<file path="config.mk">
export PLATFORM = sky130hd
export DESIGN_NAME = alu_result_stage
export DESIGN_NICKNAME = d
export VERILOG_FILES = /design/src/rtl/lapido_pkg.sv /design/src/rtl/result_fifo2.sv /design/src/rtl/alu_result_stage.sv
export SDC_FILE = /design/constraint.sdc
export NUM_CORES = 1
export LEC_CHECK = 0
export CORE_MARGIN = 1
export CORE_UTILIZATION = 40
export CTS_CLUSTER_SIZE = 12
export DETAILED_ROUTE_END_ITERATION = 10
export PLACE_DENSITY = 0.68
export SYNTH_ARGS = -nofsm -noshare
export SYNTH_HDL_FRONTEND = slang
export SYNTH_HIERARCHICAL = 1
export SYNTH_SLANG_ARGS = --single-unit
</file>
<file path="constraint.sdc">
create_clock -name clk -period 2.5 [get_ports clk]
set_input_delay 0.375 -clock clk [delete_from_list [all_inputs] [get_ports clk]]
set_output_delay 0.375 -clock clk [all_outputs]
set_load 0.02 [all_outputs]
</file>
<file path="src/rtl/lapido_pkg.sv">
// Shared lapido definitions: architectural flag bit positions, branch condition
// codes and the condition evaluation used by the result stage.
package lapido_pkg;

   localparam int FLAGS_W      = 6;
   localparam int FLAG_ZERO    = 0;
   localparam int FLAG_TRUE    = 1;
   localparam int FLAG_NEG     = 2;
   localparam int FLAG_OVF     = 3;
   localparam int FLAG_NEGZERO = 4;
   localparam int FLAG_CARRY   = 5;

   typedef enum logic [2:0] {
      COND_ZERO    = 3'd0,
      COND_TRUE    = 3'd1,
      COND_NEG     = 3'd2,
      COND_OVF     = 3'd3,
      COND_NEGZERO = 3'd4,
      COND_CARRY   = 3'd5,
      COND_ALWAYS  = 3'd6,
      COND_NEVER   = 3'd7
   } cond_sel_e;

   function automatic logic cond_eval(input logic [FLAGS_W-1:0] flags,
                                      input logic [2:0]         sel,
                                      input logic               inv);
      logic selBit;
      case (cond_sel_e'(sel))
         COND_ZERO:    selBit = flags[FLAG_ZERO];
         COND_TRUE:    selBit = flags[FLAG_TRUE];
         COND_NEG:     selBit = flags[FLAG_NEG];
         COND_OVF:     selBit = flags[FLAG_OVF];
         COND_NEGZERO: selBit = flags[FLAG_NEGZERO];
         COND_CARRY:   selBit = flags[FLAG_CARRY];
         COND_ALWAYS:  selBit = 1'b1;
         default:      selBit = 1'b0;
      endcase
      return selBit ^ inv;
   endfunction

endpackage

</file>
<file path="src/rtl/result_fifo2.sv">
// Two-entry in-order result buffer with 1-bit wrapping pointers and a
// synchronous flush that empties it without touching stored data.
module result_fifo2 #(
   parameter int W = 8
) (
   input  logic         clk,
   input  logic         rst_n,
   input  logic         flush_i,
   input  logic         push_i,
   input  logic         pop_i,
   input  logic [W-1:0] wdata_i,
   output logic [W-1:0] rdata_o,
   output logic [1:0]   count_o
);

   logic [W-1:0] mem_q [2];
   logic [W-1:0] mem_d [2];
   logic         wptr_q, wptr_d;
   logic         rptr_q, rptr_d;
   logic [1:0]   count_q, count_d;

   always_comb begin
      mem_d[0] = mem_q[0];
      mem_d[1] = mem_q[1];
      wptr_d   = wptr_q;
      rptr_d   = rptr_q;
      count_d  = count_q;
      if (flush_i) begin
         wptr_d  = 1'b0;
         rptr_d  = 1'b0;
         count_d = 2'd0;
      end else begin
         if (push_i) begin
            mem_d[wptr_q] = wdata_i;
            wptr_d        = ~wptr_q;
         end
         if (pop_i) begin
            rptr_d = ~rptr_q;
         end
         count_d = count_q + 2'(push_i) - 2'(pop_i);
      end
   end

   always_ff @(posedge clk or negedge rst_n) begin
      if (!rst_n) begin
         mem_q[0] <= '0;
         mem_q[1] <= '0;
         wptr_q   <= 1'b0;
         rptr_q   <= 1'b0;
         count_q  <= 2'd0;
      end else begin
         mem_q[0] <= mem_d[0];
         mem_q[1] <= mem_d[1];
         wptr_q   <= wptr_d;
         rptr_q   <= rptr_d;
         count_q  <= count_d;
      end
   end

   assign rdata_o = mem_q[rptr_q];
   assign count_o = count_q;

endmodule

</file>
<file path="src/rtl/alu_result_stage.sv">
// ALU result stage: buffers results for writeback, holds the architectural
// flags and evaluates the branch condition from the registered flags.
module alu_result_stage
   import lapido_pkg::*;
#(
   parameter int RD_W  = 5,
   parameter int DEPTH = 2
) (
   input  logic               clk,
   input  logic               rst_n,
   input  logic               in_valid,
   output logic               in_ready,
   input  logic [31:0]        in_res,
   input  logic [FLAGS_W-1:0] in_flags,
   input  logic [RD_W-1:0]    in_rd,
   input  logic               in_rf_we,
   input  logic               in_fl_we,
   input  logic               flush,
   output logic               out_valid,
   input  logic               out_ready,
   output logic [31:0]        out_res,
   output logic [RD_W-1:0]    out_rd,
   output logic               out_rf_we,
   output logic [FLAGS_W-1:0] flags_q,
   input  logic [2:0]         cond_sel,
   input  logic               cond_inv,
   output logic               cond_met
);

   localparam int ENTRY_W = 32 + RD_W + 1;

   logic [1:0]         count;
   logic               accept;
   logic               pop;
   logic [ENTRY_W-1:0] head;
   logic [FLAGS_W-1:0] flags_d;

   // Flush outranks everything: it blocks the accept and cancels any pop.
   assign in_ready  = (count != 2'(DEPTH)) && !flush;
   assign accept    = in_valid && in_ready;
   assign out_valid = (count != 2'd0);
   assign pop       = out_valid && out_ready && !flush;

   result_fifo2 #(
      .W(ENTRY_W)
   ) u_fifo (
      .clk     (clk),
      .rst_n   (rst_n),
      .flush_i (flush),
      .push_i  (accept),
      .pop_i   (pop),
      .wdata_i ({in_rf_we, in_rd, in_res}),
      .rdata_o (head),
      .count_o (count)
   );

   assign {out_rf_we, out_rd, out_res} = head;

   always_comb begin
      flags_d = flags_q;
      if (accept && in_fl_we) begin
         flags_d = in_flags;
      end
   end

   always_ff @(posedge clk or negedge rst_n) begin
      if (!rst_n) begin
         flags_q <= '0;
      end else begin
         flags_q <= flags_d;
      end
   end

   assign cond_met = cond_eval(flags_q, cond_sel, cond_inv);

endmodule

</file>
# After elaboration in Yosys (flattened, before gate mapping)
# Cells that the tools add are included.
[op_classes]
addsub = 2
n_mul = 0
div_mod_pow = 0
order_cmp = 3
eq_ne = 7
n_shift = 0
mux = 12
bitwise_logic = 6
reduce_logical = 12
[ops]
columns = ["op", "n"]
rows = [
  ["$mux W38", 4],
  ["$bwmux W76", 1],
  ["$demux W38 S1", 1],
  ["$eq A3 B3 Y1 const B", 3],
  ["$pmux W1 S7", 1],
  ["$eq A3 B2 Y1 const B", 2],
  ["$logic_and A1 B1 Y1", 6],
  ["$reduce_bool A2 Y1", 3],
  ["$ge A2 B2 Y1 const B", 2],
  ["$mux W1", 4],
  ["$not A1 Y2", 2],
  ["$eq A3 B1 Y1 const B", 1],
  ["$logic_not A3 Y1", 1],
  ["$not A1 Y1", 3],
  ["$add A2 B1 Y2", 1],
  ["$lt A2 B1 Y1 const B", 1],
  ["$mux W2", 1],
  ["$ne A2 B2 Y1 const B", 1],
  ["$reduce_and A2 Y1", 1],
  ["$sub A2 B1 Y2", 1],
  ["$logic_not A1 Y1", 1],
  ["$xor A1 B1 Y1", 1],
]
[word_totals]
regBits = 86
latchBits = 0
ramBits = 0
mem_bits_ro = 0
in_bits = 54
out_inout_bits = 47
word_cells = 48
mem_count = 0

# Depth between registers and ports, before layout
# Gate-level depths: netlist (run 1).
[depth]
depth_word = 6
ltp_mapped = 7
ltp_nobuf = 7

# Hierarchy
# Netlist (run 1), hierarchy kept.
[modules_own_cells]
columns = ["module", "n_inst", "cells_each", "area_per_inst_um2", "seq_area_each_um2"]
rows = [
  ["result_fifo2", 1, 219, 3493.4, 2001.9],
  ["alu_result_stage", 1, 24, 315.3, 150.1],
]

# Worst setup path after synthesis (run 1)
# OpenSTA, ideal clock, no wires.
[synth_path]
path_kind = "reg-to-reg"
start = "reg u_fifo.count_q[0], in the netlist u_fifo/count_o[0]"
end = "reg u_fifo/mem_q[41] (netlist bit)"
arrival_ps = 1935
required_ps = 2375
setup_slack_ps = 440
path_stages_with_launch = 8
cell_sequence = "dfrtp_1 -> inv_1 -> a21oi_1 -> and2_1 -> nor3b_2 -> buf_4 -> buf_6 -> mux2_2"
[synth_between]
elab_chain_cells = 4
[synth_lines]
columns = ["element", "line", "text"]
rows = [
  ["from (decl)", "result_fifo2.sv:20", "logic [1:0] count_q, count_d;"],
  ["from (signal assigned)", "result_fifo2.sv:56", "count_q <= count_d;"],
  ["$ne A2 B2 Y1", "alu_result_stage.sv:39", "assign in_ready = (count != 2'(DEPTH)) && !flush;"],
  ["$logic_and A1 B1 Y1", "alu_result_stage.sv:39", ""],
  ["via in_ready", "alu_result_stage.sv:12", "output logic in_ready,"],
  ["$logic_and A1 B1 Y1", "alu_result_stage.sv:40", "assign accept = in_valid && in_ready;"],
  ["via accept", "alu_result_stage.sv:33", "logic accept;"],
  ["$reduce_and A2 Y1 (no source line)", "--", ""],
  ["to (decl)", "result_fifo2.sv:16", "logic [W-1:0] mem_q [2];"],
]
# The timed path passes the listed nets, and every way through them passes these cells.
# A chain may end at the register's enable or synchronous reset.

# Worst setup path after layout (run 1)
[layout_path]
start = "in cond_sel[0]"
end = "out cond_met"
[layout_between]
elab_chain_cells = 3
word_cells_on_any_way = 9
cone_classes = "6 x eq/ne; 1 x mux; 1 x bitwise; 1 x reduce/logical"
[layout_lines]
columns = ["element", "line", "text"]
rows = [
  ["from (decl)", "alu_result_stage.sv:25", "input logic [2:0] cond_sel,"],
  ["$eq A3 B3 Y1 (tied with other cells)", "lapido_pkg.sv:28", "case (cond_sel_e'(sel))"],
  ["$pmux W1 S7 (*)", "lapido_pkg.sv:28", ""],
  ["$xor A1 B1 Y1 (*)", "lapido_pkg.sv:38", "return selBit ^ inv;"],
  ["to (decl)", "alu_result_stage.sv:27", "output logic cond_met"],
]
# Mark *: on every way between the ends. The rest lies on a longest branch, timed or not.

==> results of run 1 <==
## cells in the final DEF (no fill, tap or decap), types with 2 or more instances in the layout
| cell type | synthesis | layout |
|---|---|---|
| dfrtp_1 | 86 | 85 |
| clkbuf_1 | 0 | 2 |
| buf_4 | 1 | 8 |
| a21oi_1 | 2 | 2 |
| inv_1 | 3 | 3 |
| mux2_2 | 119 | 119 |
| buf_12 | 0 | 5 |
| xnor2_1 | 3 | 3 |
| bufinv_16 | 0 | 3 |
| ha_1 | 2 | 2 |
| clkdlybuf4s50_1 | 0 | 98 |
| nor2_1 | 3 | 3 |
| clkbuf_8 | 0 | 11 |
## state kept, by name (all words and copies together) (netlist names)
| register | count |
|---|---|
| u_fifo/count_o | 2 |
| flags_q | 6 |
| u_fifo/wptr_q | 1 |
| u_fifo/rptr_q | 1 |
| u_fifo/mem_q | 76 |
## worst max-delay path by stage
stage | startpoint | slack [ns] | depth (start not counted) | to
floorplan | u_fifo/count_o[0]$_DFF_PN0_ | 0.44 | 7 | u_fifo/mem_q[41]$_DFFE_PN0P_
global placement | cond_sel[0] | -0.15 | 5 | cond_met
detailed placement | cond_sel[0] | -0.18 | 5 | cond_met
CTS | cond_sel[0] | 0.1 | 5 | cond_met
global route | cond_sel[0] | 0.04 | 5 | cond_met
finish | cond_sel[0] | 0.11 | 5 | cond_met
## power groups by stage
stage	Combinational, W	Sequential (W)	Clock, W
CTS	0.00205	0.00214	0.00122
floorplan	0.00121	0.00212	0
finish	0.00202	0.00213	0.00119
global placement	0.00201	0.00213	0
global route	0.00215	0.00221	0.00127
detailed placement	0.00204	0.00217	0
## worst max-delay path, delay by kind of cell
kind	cells	cell delay [ns]
mux	2	0.66
xor+xnor	1	0.13
buf+inv	2	0.84
## per-layer routing
metal	part of all wire (%)	global-route usage, %	vias to the layer above
met4	1.4	6.00	0
li1	-	-	1092
met2	50	27.1	63
met5	0	0	-
met1	43	19.0	1195
met3	5.0	4.85	7
## cell families (layout without fill, tap and decap cells)
family / Yosys count / after routing / share of synthesized area (%)
buffers and inverters: 15 / 132 / 2.76
flip-flops: 86 / 86 / 56.5
XOR/XNOR: 4 / 4 / 1.28
AND/OR/NAND/NOR: 12 / 12 / 2.10
AO/OA/AOI/OAI: 2 / 2 / 0.263
adder cells (fa/ha/maj): 2 / 2 / 0.657
multiplexers: 122 / 122 / 36.4
## per-stage QoR
stage | TNS, ns | area, µm² | instances | worst slack, ns | power [W]
final | 0 | 5290 | 489 | 0.113 | 0.00534
after global routing | 0 | 5290 | 489 | 0.0419 | 0.00563
after CTS | 0 | 5290 | 489 | 0.0971 | 0.00541
after detailed placement | -0.184 | 5030 | 472 | -0.184 | 0.00421
after global placement | -0.147 | 5030 | 472 | -0.147 | 0.00414
after floorplan | 0 | 3810 | 243 | 0.440 | 0.00333
## repair_timing
| action | CTS | global route |
|---|---|---|
| hold buffers | 1 | 0 |
| endpoints found under the hold margin | 23 | 0 |
| resized for setup | 1 | 0 |
| setup endpoints to repair | 1 | 0 |
## final cells by class
type,count,area share [%]
clock inverter,3,1.70
sequential,86,40.7
multi-input combinational,142,29.4
timing repair buffer,113,21.9
tap,129,3.05
clock buffer,13,3.00
inverter,3,0.213
==> summary.md, run 1 <==
| Metric | Value |
|---|---|
| Placer Congestion | 0.698 |
| Post-synth top cells | mux2_2, dfrtp_1, buf_2, buf_6 |
| MaxCap Viol Count | 0 |
| Die width | 99.6 µm |
| Cell count after synthesis | 243 |
| Port Buffer Count | 100 |
| Initial drt markers | 43 |
| Worst R2R Path Depth | 7 |
| Hold WC Path Type | in2async |
| DP Wirelength | 5.13 mm |
| GRT Resource Usage Total | 15.9% |
| Fin. max-slew vios | 0 |
| WL/cell | 14.9 µm |
| Fill cells | 776 |
| Worst flop-to-flop path endpoint | u_fifo/count_o[1]$_DFF_PN0_ |
| Reg clk slew, reported paths | 0.08 ns |
| Max clock buf depth | 2 |
| Vias per cell | 4.82 |
| Worst Path Required | 2.12 ns |
| Worst vdd rail ir drop | 0.479 mV |
| Reg2Reg Launch Point | u_fifo/count_o[1]$_DFF_PN0_ |
| Flop pwr share | 40.0% |
| Drt total wl | 7.31 mm |
| Largest area contributor in the netlist | dfrtp_1 |
| Slowest-stage cell, CP | clkdlybuf4s50_1 |
| Psw | 0.00152 W |
| CP Max Fanout | 2 |
| CP endpoint kind | primary output |
| DRC viols | 0 |
| Layout cell share with drive strength beyond 1 | 42.2% |
| Post-synth EDFFs | 0 |
| CP max stage delay | 0.50 ns |
| GRT Residual Overflow | 0 |
| Max_slew headroom | 77.3% |
| R2R setup slack | 0.72 ns |
| Crit path DAT | 2.01 ns |
| P per Cell Area | 1010 nW/µm² |
| Most frequent cell after synthesis | mux2_2 |
| Cells along the critical path | clkdlybuf4s50_1 -> mux4_2 -> mux2i_1 -> xnor2_1 -> dlygate4sd2_1 |
| Die ar. | 9920 µm² |
| Number of global-route vias before repair | 2577 |
| CP Launch Type | primary input |
| Syn avg cell area | 15.7 µm² |
| Clk pwr share | 22.2% |
| Distinct cell type count of the synthesized netlist | 23 |
| Status | completed |
| Via Count | 2357 |
| First-pass GRT wire length | 12.1 mm |
| Std cell rows | 35 |
| Ant. Diodes | 0 |
| Final Critical Period | 2.39 ns |
| Ys async rst share | 100% |
| Worst slew pin tran | 0.341 ns |
| NumNets Final | 411 |
| Leakage | 2.25 nW |
| Fmax | 419 MHz |
| ANT nets after route | 0 |
| Final clock skew | 0.00640 ns |
| Mapped Nets | 299 |
| CTS root buf | clkbuf_8 |
| Hold WS | 0.467 ns |
| Synth Warn # | 6 |
| I/O Pins | 101 |
| H-tree levels | 3 |
| Synthesis-stage register bit count | 86 |
| Register area | 2150 µm² |
| CORE AREA | 9240 µm² |
| Synthesized cell area | 3810 µm² |
| Comb pwr share | 37.8% |
| Total CTS buffers | 9 |
| Largest net degree at the start of global routing | 47 |
| Area contributors post-synth | dfrtp_1, mux2_2, buf_6 |
| Clock net sink count | 86 |
| Part of the cycle the worst path needs | 95.5% |
| Switch share | 28.4% |
| Multi-input gate area in the final layout | 1560 µm² |
| Final setup vio count | 0 |
| Final Util | 57.3% |
| Die height | 99.6 µm |
| Sequential share of the synthesized area | 56.5% |
| Hold Violations, Final | 0 |
| Synth top area share | 56.5% |
| Dominant synthesized flop cell | dfrtp_1 |
| Unrepaired setup endpoints after global routing | no |
| Starting Density | 41.2% |
| First-pass DRT Iterations | 2 |
| Area delta synth->final | 39.0% |
| Worst-skew pair later-pin latency | 0.34 ns |
| Pint | 0.00382 W |
| Post CTS Setup Buffer Count | 0 |
| WS Path Type | in2out |
| CTS tree | yes |
| Antenna violations before repair | 0 |
(Power assumes the default switching activity.)
==> inputs of run 2 (changes only) <==
--- a/config.mk
+++ b/config.mk
@@ -6,10 +6,10 @@
 export NUM_CORES = 1
 export LEC_CHECK = 0
 export CORE_MARGIN = 1
-export CORE_UTILIZATION = 40
+export CORE_UTILIZATION = 45
 export CTS_CLUSTER_SIZE = 12
 export DETAILED_ROUTE_END_ITERATION = 10
-export PLACE_DENSITY = 0.68
+export PLACE_DENSITY = 0.71
 export SYNTH_ARGS = -nofsm -noshare
 export SYNTH_HDL_FRONTEND = slang
 export SYNTH_HIERARCHICAL = 1
==> summary.md, run 2 (synthesis results as in run 1) <==
| Metric | Value |
|---|---|
| Status | completed |
| Placer Congestion | 0.712 |
| Die width | 94 µm |
| Crit path DAT | 2.02 ns |
| Fmax | 417 MHz |
| Worst flop-to-flop path endpoint | u_fifo/mem_q[51]$_DFFE_PN0P_ |
| MaxCap Viol Count | 0 |
| CTS root buf | clkbuf_8 |
| Layout cell share with drive strength beyond 1 | 42.7% |
| Final Critical Period | 2.40 ns |
| Ant. Diodes | 0 |
| Starting Density | 46.4% |
| Clock net sink count | 86 |
| Drt total wl | 7.12 mm |
| Register area | 2150 µm² |
| Via Count | 2328 |
| Hold-fix buffers at CTS | 0 |
| Initial drt markers | 47 |
| Non-Filler Instances | 463 |
| Largest net degree at the start of global routing | 51 |
| P per Cell Area | 993 nW/µm² |
| Antenna violations before repair | 0 |
| Final clock skew | 0.00628 ns |
| Hold WS | 0.0470 ns |
| Fin. max-slew vios | 0 |
| Most common cell after layout, fill and taps aside | mux2_2 |
| Top reg by flops | u_fifo/mem_q |
| Number of global-route vias before repair | 2515 |
| Max_slew headroom | 58.1% |
| Worst-skew pair later-pin latency | 0.34 ns |
| Commonest cells after routing, fill and taps aside | mux2_2, clkdlybuf4s50_1, dfrtp_1 |
| ANT nets after route | 0 |
| Worst vdd rail ir drop | 0.513 mV |
| Max clock buf depth | 2 |
| Final setup vio count | 0 |
| WP depth | 3 |
| CP max stage delay | 0.54 ns |
| DRC viols | 0 |
| Fill cells | 648 |
| Vias per cell | 5.03 |
| Die ar. | 8840 µm² |
| Port Buffer Count | 100 |
| CP Launch Type | flip-flop |
| H-tree levels | 3 |
| Largest register FFs | 76 |
| Crit path from | u_fifo/rptr_q$_DFFE_PN0P_ |
| GRT Residual Overflow | 0 |
| NumNets Final | 409 |
| CP endpoint | out_res[14] |
| PnR worst setup slack | 0.104 ns |
| I/O Pins | 101 |
| Worst slew pin tran | 0.628 ns |
| Die height | 94 µm |
| First-pass GRT wire length | 12.0 mm |
| R2R setup slack | 0.64 ns |
| Cells after DPL | 447 |
| Multi-input gate area in the final layout | 1560 µm² |
| Worst Path Required | 2.12 ns |
| Pre-CTS setup slack | -0.183 ns |
| Hold WC Path Type | in2async |
| CORE AREA | 8220 µm² |
| GRT Resource Usage Total | 17.6% |
| Slowest-stage cell, CP | clkdlybuf4s50_1 |
| WS Path Type | reg2out |
| Leakage | 2.21 nW |
| Total CTS buffers | 9 |
| Worst R2R Path Depth | 6 |
| Worst Path Buf+Inv | 2 |
| DP Wirelength | 4.90 mm |
| Cells along the critical path | buf_12 -> mux2_2 -> clkdlybuf4s50_1 |
| Reg2Reg Launch Point | u_fifo/count_o[0]$_DFF_PN0_ |
| Part of the cycle the worst path needs | 95.9% |
| Area delta synth->final | 36.0% |
| Power Total | 0.00514 W |
| First-pass DRT Iterations | 3 |
| Unrepaired setup endpoints after global routing | no |
| Hold Violations, Final | 0 |
| CP Max Fanout | 32 |
| CTS tree | yes |
| Reg clk slew, reported paths | 0.08 ns |
| Std cell rows | 33 |
| CP top delay family | buffers and inverters |
| WL/cell | 15.4 µm |
| CP endpoint kind | primary output |
==> run 2: cell count changes in the layout (fill, tap and decap cells not counted), moves of 2 or more <==
cell,delta
buf_12,-2
bufinv_16,-2
clkbuf_1,-2
clkinv_2,+2
==> run 2: what timing repair did <==
item	4_1_cts	5_1_grt
gates resized for setup	1	0
endpoints found under the setup margin	1	0
setup buffers	0	0
==> run 2: area by class of cell <==
| cell class | instances | area share, % |
|---|---|---|
| well taps | 105 | 2.54 |
| flip-flops and latches | 86 | 41.6 |
| inverters | 3 | 0.217 |
| repair buffers | 111 | 21.6 |
| clock inverters | 5 | 1.09 |
| clock buffers | 11 | 2.92 |
| multi-input cells | 142 | 30.1 |
==> run 2: worst min path at each step <==
stage           from                      endpoint  slack (ns)  depth (start not counted)
2_1_floorplan  rst_n        flags_q[0]$_DFFE_PN0P_        0.08                          0
3_3_place_gp   rst_n  u_fifo/mem_q[23]$_DFFE_PN0P_        0.45                          1
3_5_place_dp   rst_n  u_fifo/mem_q[23]$_DFFE_PN0P_        0.45                          1
4_1_cts        rst_n  u_fifo/mem_q[23]$_DFFE_PN0P_        0.07                          1
5_1_grt        rst_n  u_fifo/mem_q[23]$_DFFE_PN0P_         0.1                          1
6_report       rst_n  u_fifo/mem_q[23]$_DFFE_PN0P_        0.05                          1
==> run 2: routing by layer <==
metal,track usage [%],vias to the layer above,wire length (µm)
met5,0,-,0
li1,-,1088,-
met3,4.45,10,368
met2,29.7,63,3560
met4,5.13,0,95
met1,22.1,1167,3100
==> run 2: where the power goes <==
group / total [W] / internal, W / switching, W
clock network: 0.000993 / 0.000517 / 0.000476
registers: 0.00214 / 0.00190 / 0.000248
logic: 0.00200 / 0.00120 / 0.000807
total: 0.00514 / 0.00361 / 0.00153
==> run 2: stage by stage <==
| step | area [µm²] | util [%] | setup TNS, ns |
|---|---|---|---|
| CTS | 5180 | 63.0 | 0 |
| finish | 5180 | 63.0 | 0 |
| global placement | 4970 | 60.5 | -0.180 |
| detailed placement | 4970 | 60.5 | -0.183 |
| floorplan | 3810 | - | 0 |
| global route | 5180 | 63.0 | 0 |
==> run 2: worst register-to-register path: cells and delay by family, from the launching register on <==
kind | cells | cell delay (ns)
flip-flops | 1 | 0.37
multiplexers | 1 | 0.37
AND/OR/NAND/NOR | 2 | 0.51
buffers and inverters | 2 | 0.34
AO/OA/AOI/OAI | 1 | 0.16
